--- config.mk ---
export PLATFORM = sky130hd
export DESIGN_NAME = i2c_master_arbiter_flat
export DESIGN_NICKNAME = d
export VERILOG_FILES = /design/src/rtl/i2c_master_arbiter_if.sv /design/src/rtl/i2c_master_arbiter.sv /design/src/flat_wrapper.sv
export SDC_FILE = /design/constraint.sdc
export NUM_CORES = 1
export LEC_CHECK = 0
export CAP_MARGIN = 20
export CORE_MARGIN = 1.5
export CORE_UTILIZATION = 50
export DETAILED_ROUTE_END_ITERATION = 16
export DONT_BUFFER_PORTS = 1
export GPL_ROUTABILITY_DRIVEN = 0
export PLACE_DENSITY = 0.73
export SYNTH_ARGS = -nofsm -noshare
export SYNTH_HDL_FRONTEND = slang
export SYNTH_SLANG_ARGS = --single-unit
--- constraint.sdc ---
create_clock -name clk -period 3.55 [get_ports clk]
set_input_delay 0.1775 -clock clk [delete_from_list [all_inputs] [get_ports clk]]
set_output_delay 0.1775 -clock clk [all_outputs]
set_load 0.01 [all_outputs]
--- src/rtl/i2c_master_arbiter_if.sv ---
// Command/response bundle between the requester arbiter and the shared I2C master core.
// The "master" modport is the arbiter side; the "slave" modport is the I2C master core side.
interface i2c_master_arbiter_if #(
  parameter int ADDR_W = 7,
  parameter int DATA_W = 8
) ();

  logic              m_enable;
  logic [ADDR_W-1:0] m_addr;
  logic              m_rw;
  logic [DATA_W-1:0] m_wdata;
  logic              m_ready;
  logic [DATA_W-1:0] m_rdata;
  logic              m_nack;

  modport master (
    output m_enable,
    output m_addr,
    output m_rw,
    output m_wdata,
    input  m_ready,
    input  m_rdata,
    input  m_nack
  );

  modport slave (
    input  m_enable,
    input  m_addr,
    input  m_rw,
    input  m_wdata,
    output m_ready,
    output m_rdata,
    output m_nack
  );

endinterface

--- src/rtl/i2c_master_arbiter.sv ---
// Round-robin arbiter and sequencer that shares one I2C master between N_REQ requesters.
// Each granted request is launched through the master's enable/ready handshake; the
// completion status (read byte, NACK, timeout) is returned to the winner with a done pulse.
module i2c_master_arbiter #(
  parameter int N_REQ   = 4,
  parameter int ADDR_W  = 7,
  parameter int DATA_W  = 8,
  parameter int TIMEOUT = 1024
) (
  input  logic                      clk,
  input  logic                      rst,
  input  logic [N_REQ-1:0]          req,
  input  logic [N_REQ-1:0]          req_rw,
  input  logic [N_REQ*ADDR_W-1:0]   req_addr,
  input  logic [N_REQ*DATA_W-1:0]   req_wdata,
  output logic [N_REQ-1:0]          gnt,
  output logic [N_REQ-1:0]          done,
  output logic [DATA_W-1:0]         rsp_rdata,
  output logic                      rsp_nack,
  output logic                      rsp_timeout,
  output logic                      busy,
  i2c_master_arbiter_if.master      mif
);

  localparam int IDX_W = (N_REQ > 1) ? $clog2(N_REQ) : 1;
  localparam int CNT_W = $clog2(TIMEOUT + 1);
  localparam logic [IDX_W-1:0] IDX_LAST = IDX_W'(N_REQ - 1);
  localparam logic [CNT_W-1:0] CNT_LAST = CNT_W'(TIMEOUT - 1);

  typedef enum logic [1:0] {
    ST_IDLE      = 2'd0,
    ST_LAUNCH    = 2'd1,
    ST_WAIT_DONE = 2'd2,
    ST_RESP      = 2'd3
  } state_e;

  // Index that follows idx in the circular requester order.
  function automatic logic [IDX_W-1:0] next_idx(input logic [IDX_W-1:0] idx);
    logic [IDX_W-1:0] nxt;
    if (idx == IDX_LAST) begin
      nxt = '0;
    end else begin
      nxt = idx + IDX_W'(1);
    end
    return nxt;
  endfunction

  // First asserted request bit at or after ptr, wrapping modulo N_REQ.
  function automatic logic [IDX_W-1:0] rr_pick(input logic [N_REQ-1:0] r,
                                               input logic [IDX_W-1:0] ptr);
    logic [IDX_W-1:0] idx;
    logic [IDX_W-1:0] pick;
    logic             found;
    idx   = ptr;
    pick  = ptr;
    found = 1'b0;
    for (int k = 0; k < N_REQ; k++) begin
      if (!found && r[idx]) begin
        pick  = idx;
        found = 1'b1;
      end else begin
        found = found;
      end
      idx = next_idx(idx);
    end
    return pick;
  endfunction

  state_e             state_q, state_d;
  logic [IDX_W-1:0]   rr_ptr_q, rr_ptr_d;
  logic [IDX_W-1:0]   winner_q, winner_d;
  logic [CNT_W-1:0]   cnt_q, cnt_d;
  logic [N_REQ-1:0]   gnt_q, gnt_d;
  logic [N_REQ-1:0]   done_q, done_d;
  logic [DATA_W-1:0]  rsp_rdata_q, rsp_rdata_d;
  logic               rsp_nack_q, rsp_nack_d;
  logic               rsp_timeout_q, rsp_timeout_d;
  logic               busy_q, busy_d;
  logic               m_enable_q, m_enable_d;
  logic [ADDR_W-1:0]  m_addr_q, m_addr_d;
  logic               m_rw_q, m_rw_d;
  logic [DATA_W-1:0]  m_wdata_q, m_wdata_d;
  logic [IDX_W-1:0]   pick_s;

  // Next-state and next-output computation for the arbiter/sequencer FSM.
  always_comb begin
    state_d       = state_q;
    rr_ptr_d      = rr_ptr_q;
    winner_d      = winner_q;
    cnt_d         = cnt_q;
    gnt_d         = '0;
    done_d        = '0;
    rsp_rdata_d   = rsp_rdata_q;
    rsp_nack_d    = rsp_nack_q;
    rsp_timeout_d = rsp_timeout_q;
    m_enable_d    = m_enable_q;
    m_addr_d      = m_addr_q;
    m_rw_d        = m_rw_q;
    m_wdata_d     = m_wdata_q;
    pick_s        = rr_pick(req, rr_ptr_q);

    case (state_q)
      ST_IDLE: begin
        if (mif.m_ready && (|req)) begin
          winner_d        = pick_s;
          m_rw_d          = req_rw[pick_s];
          m_addr_d        = req_addr[pick_s*ADDR_W +: ADDR_W];
          m_wdata_d       = req_wdata[pick_s*DATA_W +: DATA_W];
          gnt_d[pick_s]   = 1'b1;
          m_enable_d      = 1'b1;
          cnt_d           = '0;
          state_d         = ST_LAUNCH;
        end else begin
          m_enable_d = 1'b0;
        end
      end

      ST_LAUNCH: begin
        if (!mif.m_ready) begin
          // Master has accepted the start strobe.
          m_enable_d = 1'b0;
          cnt_d      = '0;
          state_d    = ST_WAIT_DONE;
        end else if (cnt_q == CNT_LAST) begin
          m_enable_d         = 1'b0;
          rsp_timeout_d      = 1'b1;
          rsp_nack_d         = 1'b0;
          rsp_rdata_d        = '0;
          done_d[winner_q]   = 1'b1;
          state_d            = ST_RESP;
        end else begin
          cnt_d = cnt_q + CNT_W'(1);
        end
      end

      ST_WAIT_DONE: begin
        m_enable_d = 1'b0;
        if (mif.m_ready) begin
          rsp_rdata_d      = mif.m_rdata;
          rsp_nack_d       = mif.m_nack;
          done_d[winner_q] = 1'b1;
          state_d          = ST_RESP;
        end else if (cnt_q == CNT_LAST) begin
          rsp_timeout_d    = 1'b1;
          rsp_nack_d       = 1'b0;
          rsp_rdata_d      = '0;
          done_d[winner_q] = 1'b1;
          state_d          = ST_RESP;
        end else begin
          cnt_d = cnt_q + CNT_W'(1);
        end
      end

      ST_RESP: begin
        m_enable_d    = 1'b0;
        rr_ptr_d      = next_idx(winner_q);
        rsp_timeout_d = 1'b0;
        state_d       = ST_IDLE;
      end

      default: begin
        m_enable_d = 1'b0;
        state_d    = ST_IDLE;
      end
    endcase

    busy_d = (state_d != ST_IDLE);
  end

  // State and registered-output flops; reset abandons any in-flight transfer.
  always_ff @(posedge clk or negedge rst) begin
    if (!rst) begin
      state_q       <= ST_IDLE;
      rr_ptr_q      <= '0;
      winner_q      <= '0;
      cnt_q         <= '0;
      gnt_q         <= '0;
      done_q        <= '0;
      rsp_rdata_q   <= '0;
      rsp_nack_q    <= 1'b0;
      rsp_timeout_q <= 1'b0;
      busy_q        <= 1'b0;
      m_enable_q    <= 1'b0;
      m_addr_q      <= '0;
      m_rw_q        <= 1'b0;
      m_wdata_q     <= '0;
    end else begin
      state_q       <= state_d;
      rr_ptr_q      <= rr_ptr_d;
      winner_q      <= winner_d;
      cnt_q         <= cnt_d;
      gnt_q         <= gnt_d;
      done_q        <= done_d;
      rsp_rdata_q   <= rsp_rdata_d;
      rsp_nack_q    <= rsp_nack_d;
      rsp_timeout_q <= rsp_timeout_d;
      busy_q        <= busy_d;
      m_enable_q    <= m_enable_d;
      m_addr_q      <= m_addr_d;
      m_rw_q        <= m_rw_d;
      m_wdata_q     <= m_wdata_d;
    end
  end

  assign gnt          = gnt_q;
  assign done         = done_q;
  assign rsp_rdata    = rsp_rdata_q;
  assign rsp_nack     = rsp_nack_q;
  assign rsp_timeout  = rsp_timeout_q;
  assign busy         = busy_q;
  assign mif.m_enable = m_enable_q;
  assign mif.m_addr   = m_addr_q;
  assign mif.m_rw     = m_rw_q;
  assign mif.m_wdata  = m_wdata_q;

endmodule
--- src/flat_wrapper.sv ---
// flat-port wrapper written by rule: the top's interface ports become plain ports
module i2c_master_arbiter_flat 
#(
  parameter int N_REQ   = 4,
  parameter int ADDR_W  = 7,
  parameter int DATA_W  = 8,
  parameter int TIMEOUT = 1024
)
  (clk, rst, req, req_rw, req_addr, req_wdata, gnt, done, rsp_rdata, rsp_nack, rsp_timeout, busy, mif_m_enable, mif_m_addr, mif_m_rw, mif_m_wdata, mif_m_ready, mif_m_rdata, mif_m_nack);
  i2c_master_arbiter_if #(.ADDR_W(ADDR_W), .DATA_W(DATA_W)) mif_i ();
  input  logic clk;
  input  logic rst;
  input  logic [N_REQ-1:0] req;
  input  logic [N_REQ-1:0] req_rw;
  input  logic [N_REQ*ADDR_W-1:0] req_addr;
  input  logic [N_REQ*DATA_W-1:0] req_wdata;
  output logic [N_REQ-1:0] gnt;
  output logic [N_REQ-1:0] done;
  output logic [DATA_W-1:0] rsp_rdata;
  output logic rsp_nack;
  output logic rsp_timeout;
  output logic busy;
  output wire logic [$bits(mif_i.m_enable)-1:0] mif_m_enable;
  output wire logic [$bits(mif_i.m_addr)-1:0] mif_m_addr;
  output wire logic [$bits(mif_i.m_rw)-1:0] mif_m_rw;
  output wire logic [$bits(mif_i.m_wdata)-1:0] mif_m_wdata;
  input wire logic [$bits(mif_i.m_ready)-1:0] mif_m_ready;
  input wire logic [$bits(mif_i.m_rdata)-1:0] mif_m_rdata;
  input wire logic [$bits(mif_i.m_nack)-1:0] mif_m_nack;
  assign mif_m_enable = mif_i.m_enable;
  assign mif_m_addr = mif_i.m_addr;
  assign mif_m_rw = mif_i.m_rw;
  assign mif_m_wdata = mif_i.m_wdata;
  assign mif_i.m_ready = mif_m_ready;
  assign mif_i.m_rdata = mif_m_rdata;
  assign mif_i.m_nack = mif_m_nack;
  i2c_master_arbiter #(.N_REQ(N_REQ), .ADDR_W(ADDR_W), .DATA_W(DATA_W), .TIMEOUT(TIMEOUT)) u_core (.clk(clk), .rst(rst), .req(req), .req_rw(req_rw), .req_addr(req_addr), .req_wdata(req_wdata), .gnt(gnt), .done(done), .rsp_rdata(rsp_rdata), .rsp_nack(rsp_nack), .rsp_timeout(rsp_timeout), .busy(busy), .mif(mif_i));
endmodule
; ---- After elaboration in Yosys (flattened, before gate mapping)
; Index checks and enable logic that the tools add are counted.
[totals]
input_bits = 80
output_inout_bits = 36
reg_bits = 53
word_cells = 118
[op_classes]
muxes = 56
add_sub_neg = 5
shift = 2
eq_ne = 12
n_reduce_logical = 20
order_cmp = 8
multipliers = 1
[ops]
columns = cell, count
row1 = 2-to-1 mux 11 bit, 4
row2 = case mux 11 bit (3 select lines), 1
row3 = indexed part select 32 x 6 -> 8 bit, 1
row4 = indexed part select 28 x 6 -> 7 bit, 1
row5 = 2-to-1 mux 8 bit, 3
row6 = 2-to-1 mux 2 bit, 11
row7 = 2-to-1 mux 4 bit, 5
row8 = 2-to-1 mux 1 bit, 19
row9 = less-than comparator 2 x 3 -> 1 bit (second input constant), 6
row10 = case mux 8 bit (2 select lines), 1
row11 = == test 2 bit (second input constant), 6
row12 = adder 11 x 1 -> 11 bit (second input constant), 1
row13 = == test 11 x 10 -> 1 bit (second input constant), 1
row14 = binary-select mux 1 bit (select 2 bit), 5
row15 = adder 2 x 1 -> 2 bit (second input constant), 4
row16 = case mux 2 bit (4 select lines), 1
row17 = case mux 4 bit (2 select lines), 1
row18 = logical AND 1 bit, 6
row19 = case mux 1 bit (3 select lines), 2
row20 = AND reduction 3 bit, 2
row21 = nonzero test 3 bit, 2
row22 = multiplier 2 x 3 -> 5 bit (second input constant), 1
row23 = demux 1 bit (select 2 bit), 2
row24 = greater-or-equal comparator 2 x 1 -> 1 bit (second input constant), 2
row25 = 11 further kinds, 16

; ---- Longest topological paths before layout
[logic_depth]
word_depth = 18
ltp_mapped = 12
depth_no_buf = 9

; ---- Worst setup path before layout
; No wires, ideal clock.
[synth_path]
path_kind = register to register
from = register u_core.rr_ptr_q[0]
to = register u_core.m_addr_q[0] (netlist: u_core.mif.m_addr[0])
setup_ns = 0.128
arrival_ns = 2.678
n_path_buf = 2
path_stages_with_launch = 11
period_less_slack_ns = 2.806
setup_slack_ns = 0.744
t_required_ns = 3.422
cell_sequence = dfrtp_1 -> ha_1 -> buf_2 -> o21a_1 -> or4b_1 -> a32oi_2 -> o32a_2 -> buf_4 -> mux2_2 -> a31oi_1 -> a31oi_1
[synth_between]
elab_chain_len = 14
word_cells_on_any_way = 31
classes_between = add/sub: 3 / mul: 1 / eq/ne: 3 / shift: 1 / mux: 17 / reduce/logical: 6
[synth_lines]
columns = element, line_no
row1 = "start, declared", i2c_master_arbiter.sv:70  ; logic [IDX_W-1:0] rr_ptr_q, rr_ptr_d;
row2 = "start signal, assigned", i2c_master_arbiter.sv:189  ; rr_ptr_q <= rr_ptr_d;
row3 = "parallel branches: the longest is 11 deep, another holds adder 2 x 1 -> 2 bit", n/a
row4 = 2-to-1 mux 2 bit (*), i2c_master_arbiter.sv:58  ; if (!found && r[idx]) begin
row5 = multiplier 2 x 3 -> 5 bit (*), i2c_master_arbiter.sv:107  ; m_addr_d = req_addr[pick_s*ADDR_W +: ADDR_W];
row6 = indexed part select 28 x 6 -> 7 bit (*), i2c_master_arbiter.sv:107
row7 = "end signal, assigned", i2c_master_arbiter.sv:199  ; m_addr_q <= m_addr_d;
row8 = "end, declared", i2c_master_arbiter.sv:80  ; logic [ADDR_W-1:0] m_addr_q, m_addr_d;
; Mark *: on every way between the ends. The select of a mux whose other input is x is not followed.
; A chain may end at the register's enable or synchronous reset.

; ---- Worst setup path in the final report
[layout_path]
from = register u_core.rr_ptr_q[0]
to = register u_core.m_wdata_q[1] (netlist: u_core.mif.m_wdata[1])
[layout_between]
elab_chain_len = 13
word_cells_on_any_way = 30
classes_between = add/sub: 3 / eq/ne: 3 / shift: 1 / mux: 17 / reduce/logical: 6
[layout_lines]
columns = element, line_no
row1 = "parallel branches: the longest is 11 deep, another holds adder 2 x 1 -> 2 bit", n/a
row2 = 2-to-1 mux 2 bit (*), i2c_master_arbiter.sv:58
row3 = indexed part select 32 x 6 -> 8 bit (*), i2c_master_arbiter.sv:108  ; m_wdata_d = req_wdata[pick_s*DATA_W +: DATA_W];
row4 = "end signal, assigned", i2c_master_arbiter.sv:201  ; m_wdata_q <= m_wdata_d;
row5 = "end, declared", i2c_master_arbiter.sv:82  ; logic [DATA_W-1:0] m_wdata_q, m_wdata_d;
; Marks and branches as above.

==> out/qor.csv <==
stage,metric,value,unit
cts,clk_pin_slew_worst_paths,0.09,ns
critical_path,end_kind,flip-flop,
timing,skew,0.005080,ns
detailed_routing,antenna_left,0,
timing,finalHoldViolCount,0,
critical_path,slowest_delay,0.53,ns
global_routing,use_met2,34.84,%
cts,tritoncts,done,
cells_and_area,final_cell_area,3473,um2
global_routing,grt_usage,20.95,%
synth,synthMuxAreaShare,8.308,%
global_routing,grt_overflow,0,
synth,synthArstFlopShare,100.0,%
synth,synth-main-ff-cell,dfrtp_1,
power,p_total,2.807,mW
critical_path,worstPathRequired,3.77,ns
timing,tns,0,ns
detailed_routing,drt_iter0_drc,176,
power,peakVddDrop,0.4808,mV
timing,slew_viol_final,0,
detailed_routing,avgRoutedWirePerCell,17.76,um
synth,syn_nets,451,
floorplan,die_area,7186,um2
floorplan,chipWidth,84.77,um
synth,ys_seq_area_share,39.67,%
synth,synthXorXnorAreaFrac,1.310,%
timing,finalSetupViolCount,0,
critical_path,rrSetupSlack,0.26,ns
cts,cts_made_buffers,5,
detailed_routing,drt-vias-per-instance,6.448,
timing,fmax,0.3040,GHz
power,power.density,808.1,nW/um2
synth,synth_top_family_by_area,compound AO/OA/AOI/OAI gates,
synth,synth_cells,360,
floorplan,initial_core_util,52.06,%
cells_and_area,drive_gt1_share,11.46,%
global_routing,grt.busiest_layer,met2,
synth,synth-simple-area-share,20.43,%
critical_path,crit_chain,ha_1 -> o21a_1 -> or4b_1 -> a32oi_2 -> o32a_2 -> a21boi_4 -> nand3_1 -> a31oi_1,
global_routing,groute.layer.met1.usage,27.49,%
cts,insertion_delay,0.30,ns
synth,ys_warn_count,0,
job,maxCapViolations,0,
cells_and_area,n_antenna_cell,0,
critical_path,start_kind,flip-flop,
timing,rsz0062_at_grt,false,
critical_path,critical_path_arrival,3.51,ns
timing,period_share,92.67,%
cells_and_area,area_growth,3.892,%
status,violations,design-rule violations,
global_routing,grt_start_max_net_pins,54,
global_routing,grt_pass1_vias,2597,
timing,relSlewSlack,46.03,%
power,p_leak,1.427,nW
cts,clock_sinks,53,
status,status,"complete, but fails checks",
critical_path,cp_max_fo,21,
detailed_routing,drc,5,
floorplan,core,6422,um2
timing,worst-slew-pin-transition,0.8096,ns
detailed_routing,vias,2747,
cts,htreeDepth,2,
synth,synth_compound_area_share,21.00,%
timing,finalCriticalPeriod,3.290,ns
detailed_routing,wl,7567,um
global_routing,antenna_found_initial,0,
global_routing,grt_util_met3,4.326,%
detailed_routing,drt_first_pass_iters,10,
floorplan,ios,116,
cts,cts-root-buf,clkbuf_8,
floorplan,fp.dieH,84.77,um
critical_path,worstSetupPathType,flip-flop to flip-flop,
cts,cts.path.max_buffers,2,
synth,synth_area_per_cell,9.287,um2
floorplan,std_cell_rows,29,
cells_and_area,layout.nets,440,
synth,synth-seq-cells,53,
cells_and_area,fin_util,54.08,%
synth,synth_enable_flop_cells,0,
global_routing,grt_first_pass_wirelength,12280,um
place,io_buffers,0,
synth,synthAdderAreaFrac,4.117,%
place,dpl_cell_area,3346,um2
place,dp_hpwl,5333,um
synth,synth_cell_types,65,
critical_path,cp_slowest_cell,o32a_2,
synth,syn-cell-area,3343,um2
worst_hold_path,hold_path.class,input port to flip-flop,
==> Yosys cell counts (all sizes together) (2+ instances only) <==
cell,n,area share (%)
a2111oi,2,0.71
a21boi,4,1.2
a21o,3,0.67
a21oi,16,2.7
a22o,9,2.4
a31oi,35,6.5
a41oi,2,0.52
and2,9,1.7
and3,3,0.56
buf,16,3.1
clkbuf,11,1.3
dfrtp,53,40
ha,11,4.1
inv,7,0.79
mux2,19,6.4
mux2i,6,1.9
nand2,12,1.3
nand2b,5,0.94
nand3,41,6.3
nand4,2,0.37
nor2,34,3.8
nor2b,3,0.56
nor3,5,0.75
o21a,2,0.45
o21ai,13,1.9
or2,6,1.1
or3,2,0.37
xor2,4,1.0
==> state kept, by name, indices dropped and copies added (netlist names) <==
name                 cells
u_core.mif.m_wdata       8
u_core.done              4
u_core.gnt               4
u_core.rr_ptr_q          2
u_core.rsp_timeout       1
u_core.cnt_q            11
u_core.state_q           2
u_core.rsp_nack          1
u_core.mif.m_rw          1
u_core.rsp_rdata         8
u_core.mif.m_addr        7
u_core.winner_q          2
u_core.busy              1
u_core.mif.m_enable      1
==> power breakdown <==
group	internal (mW)	switching [mW]
Sequential	0.791	0.220
Clock	0.155	0.190
Combinational	0.610	0.841
Total	1.56	1.25
==> final timing paths <==
check,start,endpoint,cells after the start
setup / recovery,u_core.rr_ptr_q[0],u_core.mif.m_wdata[1],8
hold / removal,mif_m_rdata[7],u_core.rsp_rdata[7],1
setup reg to reg,u_core.rr_ptr_q[0],u_core.mif.m_wdata[1],8
hold reg to reg,u_core.cnt_q[6],u_core.cnt_q[6],2
max in group asynchronous,rst,u_core.mif.m_addr[5],2
min in group asynchronous,rst,u_core.busy,2
==> final cells by class <==
class / instances / area, um2
Inverter: 7 / 26.28
Tap cell: 77 / 96.34
Clock inverter: 1 / 7.507
Fill cell: 566 / 2949
Timing Repair Buffer: 9 / 90.09
Sequential cell: 53 / 1326
Clock buffer: 6 / 82.58
Multi-Input combinational cell: 273 / 1844
==> cells in the final DEF (no fill, tap or decap), types with 7 or more instances in the layout <==
cell type | synthesis | layout
a21oi_1 | 15 | 15
a22o_1 | 9 | 9
nand2_1 | 12 | 12
ha_1 | 11 | 11
dfrtp_1 | 53 | 53
mux2_1 | 9 | 9
o21ai_0 | 12 | 12
buf_4 | 2 | 7
nor2_1 | 34 | 34
nand3_1 | 40 | 40
inv_1 | 7 | 7
and2_1 | 7 | 7
mux2_2 | 10 | 10
a31oi_1 | 35 | 35
==> critical path, delay by kind of cell, from the launching register on <==
family	cells	cell delay (ns)
AOI/OAI and AO/OA	5	1.70
and+or+nand+nor	2	0.66
adders and majority gates	1	0.45
DFF	1	0.40
==> repair_timing <==
action                                  in CTS  in global routing
endpoints found under the hold margin       53                  0
endpoints found under the setup margin       0                  0
hold buffers                                 2                  0
gates resized for setup                      0                  0
buffers inserted                             0                  0
==> routing by layer <==
| metal | vias up | wire length, um |
|---|---|---|
| met2 | 106 | 3707 |
| met4 | 0 | 108 |
| li1 | 1308 | - |
| met3 | 10 | 484 |
| met5 | - | 0 |
| met1 | 1323 | 3267 |
==> metrics by stage <==
step	cells	setup slack, ns	hold slack (ns)
floorplan	360	0.7442	-0.1181
global placement	417	0.3810	-0.1165
detailed placement	417	0.2713	-0.1163
CTS	426	0.2470	0.005489
global route	426	0.02607	0.0003687
finish	426	0.2603	0.01367
==> logic make-up (layout without fill, tap and decap cells) <==
logic type                 after synthesis  count (layout)
DFF                                     53              53
AOI/OAI and AO/OA                      100             100
adders and majority gates               11              11
muxes                                   25              25
xor gates and xnor gates                 5               5
and+or+nand+nor                        132             132
buffers and inverters                   34              23
No activity file was read; power rests on OpenSTA's default activity.
